--- config.mk ---
export PLATFORM = sky130hd
export DESIGN_NAME = chip_test_ctrl_flat
export DESIGN_NICKNAME = d
export VERILOG_FILES = /design/src/rtl/chip_test_pkg.sv /design/src/rtl/chip_test_ctrl_if.sv /design/src/rtl/start_sync_edge.sv /design/src/rtl/chip_test_ctrl.sv /design/src/flat_wrapper.sv
export SDC_FILE = /design/constraint.sdc
export NUM_CORES = 1
export LEC_CHECK = 0
export ABC_CLOCK_PERIOD_IN_PS = 5500
export BUFFER_PORTS_ARGS = -buffer_cell sky130_fd_sc_hd__buf_2
export CAP_MARGIN = 40
export CORE_MARGIN = 2
export CORE_UTILIZATION = 58
export CTS_CLUSTER_SIZE = 12
export DETAILED_ROUTE_END_ITERATION = 6
export GPL_TIMING_DRIVEN = 0
export PLACE_DENSITY = 0.9
export SYNTH_ARGS = -nofsm -noshare
export SYNTH_HDL_FRONTEND = slang
export SYNTH_SLANG_ARGS = --single-unit
--- constraint.sdc ---
create_clock -name Clk -period 5.5 [get_ports Clk]
set_input_delay 0.275 -clock Clk [delete_from_list [all_inputs] [get_ports Clk]]
set_output_delay 0.275 -clock Clk [all_outputs]
set_load 0.03 [all_outputs]
--- src/rtl/chip_test_pkg.sv ---
// Shared types, defaults and helpers for the chip tester controller.
package chip_test_pkg;
  localparam int NUM_CHIPS_DEF      = 8;
  localparam int TIMEOUT_CYCLES_DEF = 1024;
  localparam int TMR_W              = 16;
  localparam int CNT_W              = 8;

  typedef enum logic [2:0] {
    IDLE,
    LAUNCH,
    WAIT,
    SETTLE,
    ACK,
    HOLD
  } state_t;

  function automatic logic [CNT_W-1:0] sat_inc(input logic [CNT_W-1:0] v);
    return (&v) ? v : v + 1'b1;
  endfunction
endpackage

--- src/rtl/chip_test_ctrl_if.sv ---
// Tester bus: one-hot Run out, Done/RSLT back, broadcast DISP_RSLT acknowledge.
interface chip_test_ctrl_if
  import chip_test_pkg::*;
#(
  parameter int NUM_CHIPS = NUM_CHIPS_DEF
);
  logic [NUM_CHIPS-1:0] Run_vec;
  logic [NUM_CHIPS-1:0] Done_vec;
  logic [NUM_CHIPS-1:0] RSLT_vec;
  logic                 DISP_RSLT;

  modport master (output Run_vec, output DISP_RSLT, input Done_vec, input RSLT_vec);
  modport slave  (input Run_vec, input DISP_RSLT, output Done_vec, output RSLT_vec);
endinterface

--- src/rtl/start_sync_edge.sv ---
// Two-flop synchronizer for the raw Start button plus a rising-edge detector.
module start_sync_edge (
  input  logic Clk,
  input  logic Reset,
  input  logic Start,
  output logic start_pulse
);
  logic sync_p0;
  logic sync_p1;
  logic prev_p2;

  always_ff @(posedge Clk) begin
    if (Reset) begin
      sync_p0 <= 1'b0;
      sync_p1 <= 1'b0;
      prev_p2 <= 1'b0;
    end else begin
      sync_p0 <= Start;
      sync_p1 <= sync_p0;
      prev_p2 <= sync_p1;
    end
  end

  assign start_pulse = sync_p1 & ~prev_p2;
endmodule

--- src/rtl/chip_test_ctrl.sv ---
// Launches one selected chip tester, waits for Done or timeout, latches the
// verdict and keeps saturating pass/fail tallies.
module chip_test_ctrl
  import chip_test_pkg::*;
#(
  parameter int NUM_CHIPS      = NUM_CHIPS_DEF,
  parameter int TIMEOUT_CYCLES = TIMEOUT_CYCLES_DEF
) (
  input  logic              Clk,
  input  logic              Reset,
  input  logic              Start,
  input  logic [2:0]        Sel,
  chip_test_ctrl_if.master  tst,
  output logic              Busy,
  output logic              Pass,
  output logic              Fail,
  output logic              Timeout,
  output logic [2:0]        Sel_q,
  output logic [CNT_W-1:0]  Pass_cnt,
  output logic [CNT_W-1:0]  Fail_cnt
);
  localparam logic [TMR_W-1:0] TMR_LAST = TMR_W'(TIMEOUT_CYCLES - 1);

  state_t           state;
  logic [TMR_W-1:0] tmr;
  logic             start_pulse;
  logic             done_sel;
  logic             rslt_sel;

  start_sync_edge u_sync (
    .Clk         (Clk),
    .Reset       (Reset),
    .Start       (Start),
    .start_pulse (start_pulse)
  );

  assign done_sel = tst.Done_vec[Sel_q];
  assign rslt_sel = tst.RSLT_vec[Sel_q];

  always_ff @(posedge Clk) begin
    if (Reset) begin
      state         <= IDLE;
      tmr           <= '0;
      tst.Run_vec   <= '0;
      tst.DISP_RSLT <= 1'b0;
      Busy          <= 1'b0;
      Pass          <= 1'b0;
      Fail          <= 1'b0;
      Timeout       <= 1'b0;
      Sel_q         <= '0;
      Pass_cnt      <= '0;
      Fail_cnt      <= '0;
    end else begin
      tst.Run_vec   <= '0;
      tst.DISP_RSLT <= 1'b0;
      case (state)
        IDLE, HOLD: begin
          if (start_pulse) begin
            state       <= LAUNCH;
            Sel_q       <= Sel;
            tst.Run_vec <= NUM_CHIPS'(1) << Sel;
            Busy        <= 1'b1;
            Pass        <= 1'b0;
            Fail        <= 1'b0;
            Timeout     <= 1'b0;
            tmr         <= '0;
          end
        end
        LAUNCH: begin
          state <= WAIT;
          tmr   <= '0;
        end
        WAIT: begin
          tmr <= tmr + 1'b1;
          // Done is checked first so it wins over a timeout in the same cycle
          if (done_sel) begin
            state <= SETTLE;
          end else if (tmr == TMR_LAST) begin
            state         <= ACK;
            tst.DISP_RSLT <= 1'b1;
            Pass          <= 1'b0;
            Fail          <= 1'b1;
            Timeout       <= 1'b1;
            Fail_cnt      <= sat_inc(Fail_cnt);
          end
        end
        SETTLE: begin
          state         <= ACK;
          tst.DISP_RSLT <= 1'b1;
          Pass          <= rslt_sel;
          Fail          <= ~rslt_sel;
          if (rslt_sel) Pass_cnt <= sat_inc(Pass_cnt);
          else          Fail_cnt <= sat_inc(Fail_cnt);
        end
        ACK: begin
          state <= HOLD;
          Busy  <= 1'b0;
        end
        default: state <= IDLE;
      endcase
    end
  end
endmodule
--- src/flat_wrapper.sv ---
// flat-port wrapper written by rule: the top's interface ports become plain ports
module chip_test_ctrl_flat import chip_test_pkg::*;
#(
  parameter int NUM_CHIPS      = NUM_CHIPS_DEF,
  parameter int TIMEOUT_CYCLES = TIMEOUT_CYCLES_DEF
)
  (Clk, Reset, Start, Sel, Busy, Pass, Fail, Timeout, Sel_q, Pass_cnt, Fail_cnt, tst_Run_vec, tst_DISP_RSLT, tst_Done_vec, tst_RSLT_vec);
  chip_test_ctrl_if #(.NUM_CHIPS(NUM_CHIPS)) tst_i ();
  input  logic Clk;
  input  logic Reset;
  input  logic Start;
  input  logic [2:0] Sel;
  output logic Busy;
  output logic Pass;
  output logic Fail;
  output logic Timeout;
  output logic [2:0] Sel_q;
  output logic [CNT_W-1:0] Pass_cnt;
  output logic [CNT_W-1:0] Fail_cnt;
  output wire logic [$bits(tst_i.Run_vec)-1:0] tst_Run_vec;
  output wire logic [$bits(tst_i.DISP_RSLT)-1:0] tst_DISP_RSLT;
  input wire logic [$bits(tst_i.Done_vec)-1:0] tst_Done_vec;
  input wire logic [$bits(tst_i.RSLT_vec)-1:0] tst_RSLT_vec;
  assign tst_Run_vec = tst_i.Run_vec;
  assign tst_DISP_RSLT = tst_i.DISP_RSLT;
  assign tst_i.Done_vec = tst_Done_vec;
  assign tst_i.RSLT_vec = tst_RSLT_vec;
  chip_test_ctrl #(.NUM_CHIPS(NUM_CHIPS), .TIMEOUT_CYCLES(TIMEOUT_CYCLES)) u_core (.Clk(Clk), .Reset(Reset), .Start(Start), .Sel(Sel), .tst(tst_i), .Busy(Busy), .Pass(Pass), .Fail(Fail), .Timeout(Timeout), .Sel_q(Sel_q), .Pass_cnt(Pass_cnt), .Fail_cnt(Fail_cnt));
endmodule
# Yosys cells after proc, flatten, opt, wreduce, memory -nomap -nowiden
# Index checks and enable logic that the tools add are counted.
# op_classes
add_sub_neg	3
magnitude_cmp	1
eq_ne	11
n_shift	1
n_mux	28
bitwise_logic	6
reduce_logical	18
# ops
cell	n
$pmux W16 S3	1
$mux W8	4
$add A16 B1 Y16 const B	1
$add A8 B1 Y8 const B	2
$eq A16 B10 Y1 const B	1
$mux W16	1
$pmux W8 S2	1
$reduce_and A8 Y1	2
$pmux W3 S5	1
$reduce_and A4 Y1	3
$mux W1	10
$mux W3	3
$reduce_and A2 Y1	4
$shl A1 B3 Y8 const A	1
$bmux W1 S3	2
$eq A3 B2 Y1 const B	2
$eq A3 B3 Y1 const B	2
$pmux W1 S2	3
$pmux W1 S3	2
$reduce_bool A2 Y1	3
$reduce_bool A3 Y1	2
$not A1 Y1	5
$lt A3 B4 Y1 const B	1
$ne A2 B1 Y1 const B	2
8 further kinds	9
# word_totals
regBits	54
output_inout_bits	32

# Logic depth before layout (Yosys ltp)
# Gate-level depths: netlist of the first run.
# depth
ltp_word	5
ltp_mapped	7

# Hierarchy
# A second synthesis of the first run with hierarchy kept.
# unflattened
cells_unflattened	270
hier_area_um2	2492.4
# by_module_without_submodules
mod	instances	cells_per_inst	area_each_um2	seq_area_each_um2
chip_test_ctrl	1	263	2404.8	1021.0
start_sync_edge	1	7	87.6	60.1

# Worst setup path after synthesis of the first run
# Ideal clock, no wire load.
# synth_timing
path_type	flip-flop to flip-flop
from	register u_core.Sel_q[0]
to	register u_core.Fail_cnt[7]
arrival_time_ns	2.162
t_required_ns	5.377
slack_ns	3.215
path_stages_with_launch	7
path_buffers	1
period_less_slack_ns	2.285
path_cell_list	dfxtp_1 > buf_4 > mux4_2 > mux2i_4 > nand4_4 > a211oi_2 > mux2_1
# synth_via
elab_chain_len	4
# synth_rtl
item	line_no	source
start, declared	chip_test_ctrl.sv:18	output logic [2:0] Sel_q,
start signal, assigned	chip_test_ctrl.sv:60	Sel_q <= Sel;
$bmux W1 S3 (on tied branches)	chip_test_ctrl.sv:38, chip_test_ctrl.sv:37	
$mux W1 (on tied branches)	chip_test_ctrl.sv:38, chip_test_ctrl.sv:37	
$ne A2 B2 Y1 (no source line)	n/a	
$reduce_and A4 Y1 (no source line) (*)	n/a	
end signal, assigned	chip_test_ctrl.sv:84	Fail_cnt <= sat_inc(Fail_cnt);
end signal, assigned	chip_test_ctrl.sv:93	else Fail_cnt <= sat_inc(Fail_cnt);
end, declared	chip_test_ctrl.sv:20	output logic [CNT_W-1:0] Fail_cnt
# Every way passes the cells marked *; elsewhere a longest branch is shown, timed or not. The select of a mux whose other input is x is not followed.
# A chain may end at the register's enable or synchronous reset.

# Final worst setup path of the first run
# layout_timing
from	register u_core.Sel_q[0]
to	register u_core.Pass_cnt[2]
# layout_via
elab_chain_len	3
# layout_rtl
item	line_no	source
$bmux W1 S3	chip_test_ctrl.sv:38	assign rslt_sel = tst.RSLT_vec[Sel_q];
$mux W1 (implied by the code)	chip_test_ctrl.sv:38	
$reduce_and A3 Y1 (no source line)	n/a	
end signal, assigned	chip_test_ctrl.sv:92	if (rslt_sel) Pass_cnt <= sat_inc(Pass_cnt);
end, declared	chip_test_ctrl.sv:19	output logic [CNT_W-1:0] Pass_cnt,
# No other way between the ends. The select of a mux whose other input is x is not followed.

==> results of run 1 <==
## layout make-up
cell class                 instances  area [um2]  area share
buffer                             9        40.0      0.0131
clock buffer                       6        82.6      0.0270
clock inverter                     2        60.1      0.0196
inverter                           5        18.8     0.00613
multi-input combinational        215        1450       0.473
sequential                        54        1080       0.353
tap                               52        65.1      0.0212
timing repair buffer              53         265      0.0866
## cells in the final DEF, fill, tap and decap left out, types with 11 or more instances in the layout
cell type,synthesis,final
nor2_1,33,33
nand2_1,15,15
nand3_1,11,11
buf_2,2,55
dfxtp_1,54,54
nor2b_1,12,12
a21oi_1,23,23
## stage by stage
step	cell area, um2	worst slack [ps]	utilization	cells	hold WS, ps
after detailed placement	2920	3260	0.675	388	428
after CTS	3060	3230	0.708	396	171
final	3060	3230	0.708	396	173
after global placement	2920	3340	0.675	388	417
after global routing	3060	3070	0.708	396	166
after floorplan	2590	3210	-	283	352
## power by group through the flow
stage                     combinational (W)  sequential [W]  clock (W)
after floorplan                   0.0000358        0.000411          0
after global routing              0.0000646        0.000401   0.000343
after detailed placement          0.0000584        0.000409          0
final                             0.0000586        0.000399   0.000323
after global placement            0.0000568        0.000408          0
after CTS                         0.0000588        0.000400   0.000327
## registers in the layout (all words and copies together), names as in the netlist
register / flops
u_core.tmr: 16
u_core.Fail_cnt: 8
u_core.Pass_cnt: 8
u_core.tst.Run_vec: 8
u_core.Sel_q: 3
u_core.state: 3
u_core.Busy: 1
u_core.Fail: 1
u_core.Pass: 1
u_core.Timeout: 1
u_core.tst.DISP_RSLT: 1
u_core.u_sync.prev_p2: 1
u_core.u_sync.sync_p0: 1
u_core.u_sync.sync_p1: 1
## layer usage
layer,GRT usage,vias up
li1,-,1166
met1,0.290,1085
met2,0.382,81
met3,0.0541,8
met4,0.0671,0
met5,0,-
## critical path, delay by kind of cell (launching register included)
kind            cells  cell delay [ps]
compound gates      3              850
buf+inv             2              490
flops               1              320
mux                 1              120
simple gates        1              380
## kinds of logic after synthesis
group / count (synthesis) / share of synthesized area
buf+inv: 14 / 0.0227
fa+ha+maj: 3 / 0.0145
simple gates: 121 / 0.260
flops: 54 / 0.417
xor+xnor: 7 / 0.0237
compound gates: 67 / 0.178
mux: 17 / 0.0836
## how the worst max path moves through the flow
stage	start	to	slack [ps]	cells after the start
after detailed placement	u_core.Sel_q[0]	u_core.Pass_cnt[2]	3260	7
after global routing	u_core.Sel_q[0]	u_core.Pass_cnt[2]	3070	7
after CTS	u_core.Sel_q[0]	u_core.Pass_cnt[2]	3230	7
after floorplan	u_core.Sel_q[0]	u_core.Fail_cnt[7]	3210	6
after global placement	u_core.Sel_q[0]	u_core.Fail_cnt[7]	3340	6
final	u_core.Sel_q[0]	u_core.Pass_cnt[2]	3230	7
## cells in the mapped netlist (4+ instances only)
cell type and count:
a21oi_1 23, and3_1 4, clkbuf_1 6, dfxtp_1 54
inv_1 4, mux2_1 7, mux2i_1 7, nand2_1 15
nand2b_1 7, nand3_1 11, nand4_1 7, nor2_1 33
nor2b_1 12, nor3_1 7, o211ai_1 4, o21ai_0 7
o21ai_1 4, o31ai_1 5, or3_1 6, or4_1 6
xor2_1 6
==> impl_metrics.tcl, run 1 <==
set metrics [dict create \
    outcome "finished, final reports clean" \
    insertion_delay_ps 310 \
    antenna_cells 0 \
    setup_violations 0 \
    worst_path_max_delay_cell "o311ai_0" \
    grt_pass1_wl_um 9300 \
    drv_cap 0 \
    hold_end "u_core.u_sync.sync_p0" \
    synth_top_area_frac 0.417 \
    leakage_nw 1.22 \
    grt_max_degree 17 \
    critical_path_arrival_ps 2450 \
    top_layer_used "met4" \
    nNetsFinal 368 \
    yosys.area.top_type "dfxtp_1" \
    fill_cells 340 \
    min_path_cells 2 \
    cts_resized 0 \
    clock_sinks 54 \
    crit_fanout 10 \
    combPwrFrac 0.075 \
    drt_iter0_drc 166 \
    met1_length_um 2390 \
    pwr-share-seq 0.511 \
    die_area_um2 5020 \
    slew_viol_final 0 \
    start_util 0.599 \
    r2r_end "u_core.Pass_cnt[2]" \
    clk_pin_slew_ps 90 \
    gp_congestion 0.849 \
    die_x_um 70.8 \
    r2r-start "u_core.Sel_q[0]" \
    vias 2340 \
    drc 0 \
    synth_edf_count 0 \
    ant_nets 0 \
    area_delta_synth_final_pct 18.3 \
    fp.coreArea_um2 4320 \
    drt-total-wl_um 5630 \
    syn_nets 308 \
    drive_above_1_share 0.224 \
    hold_path_class "in -> reg" \
    power_w 0.000781 \
    cts_buffers 5 \
    yosysWarnings 0 \
    ys.flop_type "dfxtp_1" \
    sw_frac_of_total 0.216 \
    ioPinCount 54 \
    cts_hold_buf 0 \
    wl_per_cell_um 14.2 \
    hold_violations 0 \
    dpl.hpwl_um 4090 \
    worst-setup-path-type "reg -> reg" \
    place.port_buffers 53 \
    reg2reg_depth 7 \
    synth.area.top_cells "dfxtp_1, nor2_1, a21oi_1" \
    worst_slew_pin_slew_ps 552 \
    clkPwrFrac 0.414 \
    antenna_found_initial 0 \
    hold_start "Start" \
    endpoint_kind "flop" \
    slew_headroom 0.632 \
    ff2ff_setup_slack_ps 3230 \
    dr_wl_met3_um 356 \
    post-cts-setup-buffer-count 0 \
    crit_required_ps 5690 \
    synthCells 283 \
    clockBufferDepth 2 \
    cts_root_buffer "clkbuf_8" \
    ys_ff_latch 54 \
    min_period_ps 2270 \
    setup_tns_ps 0 \
    ir_drop_mv 0.242 \
    dr.pass1.iters 4 \
    vias_per_cell 5.91 \
    synth_area_per_cell_um2 9.15 \
    route.met2.wl_um 2810 \
    die_h_um 70.8 \
    overflow 0 \
    h-tree-depth 2 \
    synth.distinct_cells 54 \
    grt_pass1_vias 2078 \
    rows 24 \
    power_switching_w 0.000169 \
    period_share 0.412 \
    skew_ps 6.52 \
    gr-usage-all-layers 0.227 \
    crit_chain "buf_4 -> mux2i_1 -> a22oi_1 -> nand4_1 -> clkbuf_1 -> o311ai_0 -> o41ai_1" \
    p_per_area_nw_per_um2 255 \
    async_reset_ff_frac 0 \
    start_kind "flop" \
    max_stage_delay_ps 410 \
    ys_seq_area_frac 0.417 \
    cts_tree "yes" \
    internal_power_w 0.000613 \
    fmax_mhz 441 \
    netlist_area_um2 2590 \
    rsz0062_at_grt "no" \
]
(Power assumes the default switching activity.)
==> run 2, diff against run 1 <==
Settings changed: ABC_CLOCK_PERIOD_IN_PS 5500 to 2300, CORE_UTILIZATION 58 to 54, PLACE_DENSITY 0.9 to 0.85.
Clock period 5.5 ns to 2.3 ns, I/O delays scaled along.
==> impl_metrics.tcl, run 2 (synthesized netlist as in run 1, its figures left out) <==
set metrics [dict create \
    gp_congestion 0.871 \
    hold_path_class "in -> reg" \
    worst-setup-path-type "reg -> reg" \
    crit_chain "buf_4 -> mux4_2 -> mux2i_4 -> nand4_4 -> a211oi_2 -> mux2_1" \
    crit_buf_inv 1 \
    max_stage_delay_ps 540 \
    period_share 0.954 \
    nNetsFinal 371 \
    rows 25 \
    r2r-start "u_core.Sel_q[0]" \
    gr-usage-all-layers 0.208 \
    drt-total-wl_um 5530 \
    dp_cells 390 \
    crit_family "multiplexers" \
    drt_iter0_drc 122 \
    start_util 0.556 \
    setup_violations 0 \
    drc 0 \
    antenna_cells 0 \
    critical_path_arrival_ps 2400 \
    ff2ff_setup_slack_ps 110 \
    worst_slack_ps 106 \
    largest_reg_flops 16 \
    ant_nets 0 \
    hold_start "Start" \
    setup_tns_ps 0 \
    crit_required_ps 2500 \
    hold_end "u_core.u_sync.sync_p0" \
    area_delta_synth_final_pct 18.4 \
    slew_viol_final 0 \
    fmax_mhz 456 \
    hold_violations 0 \
    skew_ps 6.28 \
    ir_drop_mv 0.429 \
    p_per_area_nw_per_um2 570 \
    vias_per_cell 5.89 \
    worst_slew_pin_slew_ps 587 \
    start_kind "flop" \
    die_area_um2 5370 \
    vias 2360 \
    wl_per_cell_um 13.8 \
    drive_above_1_share 0.233 \
    ioPinCount 54 \
    place.port_buffers 53 \
    cts_tree "yes" \
    antenna_found_initial 0 \
    outcome "finished, final reports clean" \
    cts_hold_buf 0 \
    die_h_um 73.3 \
    h-tree-depth 2 \
    clock_sinks 54 \
    cts_buffers 5 \
    hold_ws_ps 15.3 \
    clockBufferDepth 2 \
    endpoint_kind "flop" \
    worst_path_max_delay_cell "mux4_2" \
    final_cell_mix "buf_2, dfxtp_1, nor2_1" \
    pre_cts_slack_ps 121 \
    dpl.hpwl_um 3940 \
    fp.coreArea_um2 4660 \
    fin_util 0.658 \
    die_x_um 73.3 \
    cts_root_buffer "clkbuf_8" \
    grt_pass1_wl_um 8940 \
    regMostFlops "u_core.tmr" \
    rsz0062_at_grt "no" \
    clk_pin_slew_ps 100 \
    min_path_cells 2 \
    slew_headroom 0.608 \
    mostFrequentLayoutCell "buf_2" \
    min_period_ps 2190 \
    crit_fanout 7 \
    grt_pass1_vias 2088 \
    leakage_nw 1.22 \
    drv_cap 0 \
    dr.pass1.iters 4 \
    insertion_delay_ps 310 \
    overflow 0 \
    reg2reg_depth 6 \
    r2r_end "u_core.Fail_cnt[7]" \
    grt_max_degree 19 \
    stdcell_count 401 \
]
==> run 2: changes by cell type in the layout (fill, tap and decap cells not counted) <==
cell	previous run	this run
buf_4	1	4
o21ai_2	0	1
o21ai_1	4	3
inv_6	0	1
clkinv_4	0	1
bufinv_16	2	1
clkbuf_8	6	5
==> run 2: metrics by stage <==
| stage | total power, W | area [um2] |
|---|---|---|
| after global placement | 0.00111 | 2920 |
| after global routing | 0.00181 | 3070 |
| final | 0.00175 | 3070 |
| after CTS | 0.00176 | 3040 |
| after floorplan | 0.00107 | 2590 |
| after detailed placement | 0.00112 | 2920 |
==> run 2: final cells by class <==
type | count | area [um2]
Fill cell | 391 | 1600
Multi-Input combinational cell | 215 | 1450
Sequential cell | 54 | 1080
Timing Repair Buffer | 56 | 288
Clock buffer | 5 | 68.8
Tap cell | 54 | 67.6
Clock inverter | 3 | 47.5
Buffer | 9 | 40.0
Inverter | 5 | 18.8
==> run 2: routing by layer <==
layer / part of all wire / global-route usage / wire length (um)
met5: 0 / 0 / 0
met1: 0.46 / 0.262 / 2550
met3: 0.067 / 0.0466 / 370
met4: 0.019 / 0.0638 / 104
met2: 0.45 / 0.354 / 2500
==> run 2: worst max path at each step <==
stage | cells after the start | start | slack (ps) | endpoint
floorplan | 6 | u_core.Sel_q[0] | 10 | u_core.Fail_cnt[7]
global placement | 6 | u_core.Sel_q[0] | 150 | u_core.Fail_cnt[7]
detailed placement | 6 | u_core.Sel_q[0] | 120 | u_core.Fail_cnt[7]
CTS | 7 | u_core.state[0] | 50 | u_core.tmr[1]
global route | 6 | u_core.Sel_q[0] | 7 | u_core.Fail_cnt[7]
finish | 6 | u_core.Sel_q[0] | 110 | u_core.Fail_cnt[7]
==> run 2: power breakdown <==
part / switching, W / internal (W) / leakage (nW) / total [W]
logic: 0.0000853 / 0.0000563 / 0.728 / 0.000142
clock network: 0.000321 / 0.000330 / 0.0587 / 0.000651
registers: 0.0000102 / 0.000946 / 0.436 / 0.000956
==> run 2: repair_timing <==
item,CTS,global route
buffers inserted,0,3
resized for setup,0,1
hold endpoints to repair,0,0
setup endpoints to repair,0,11
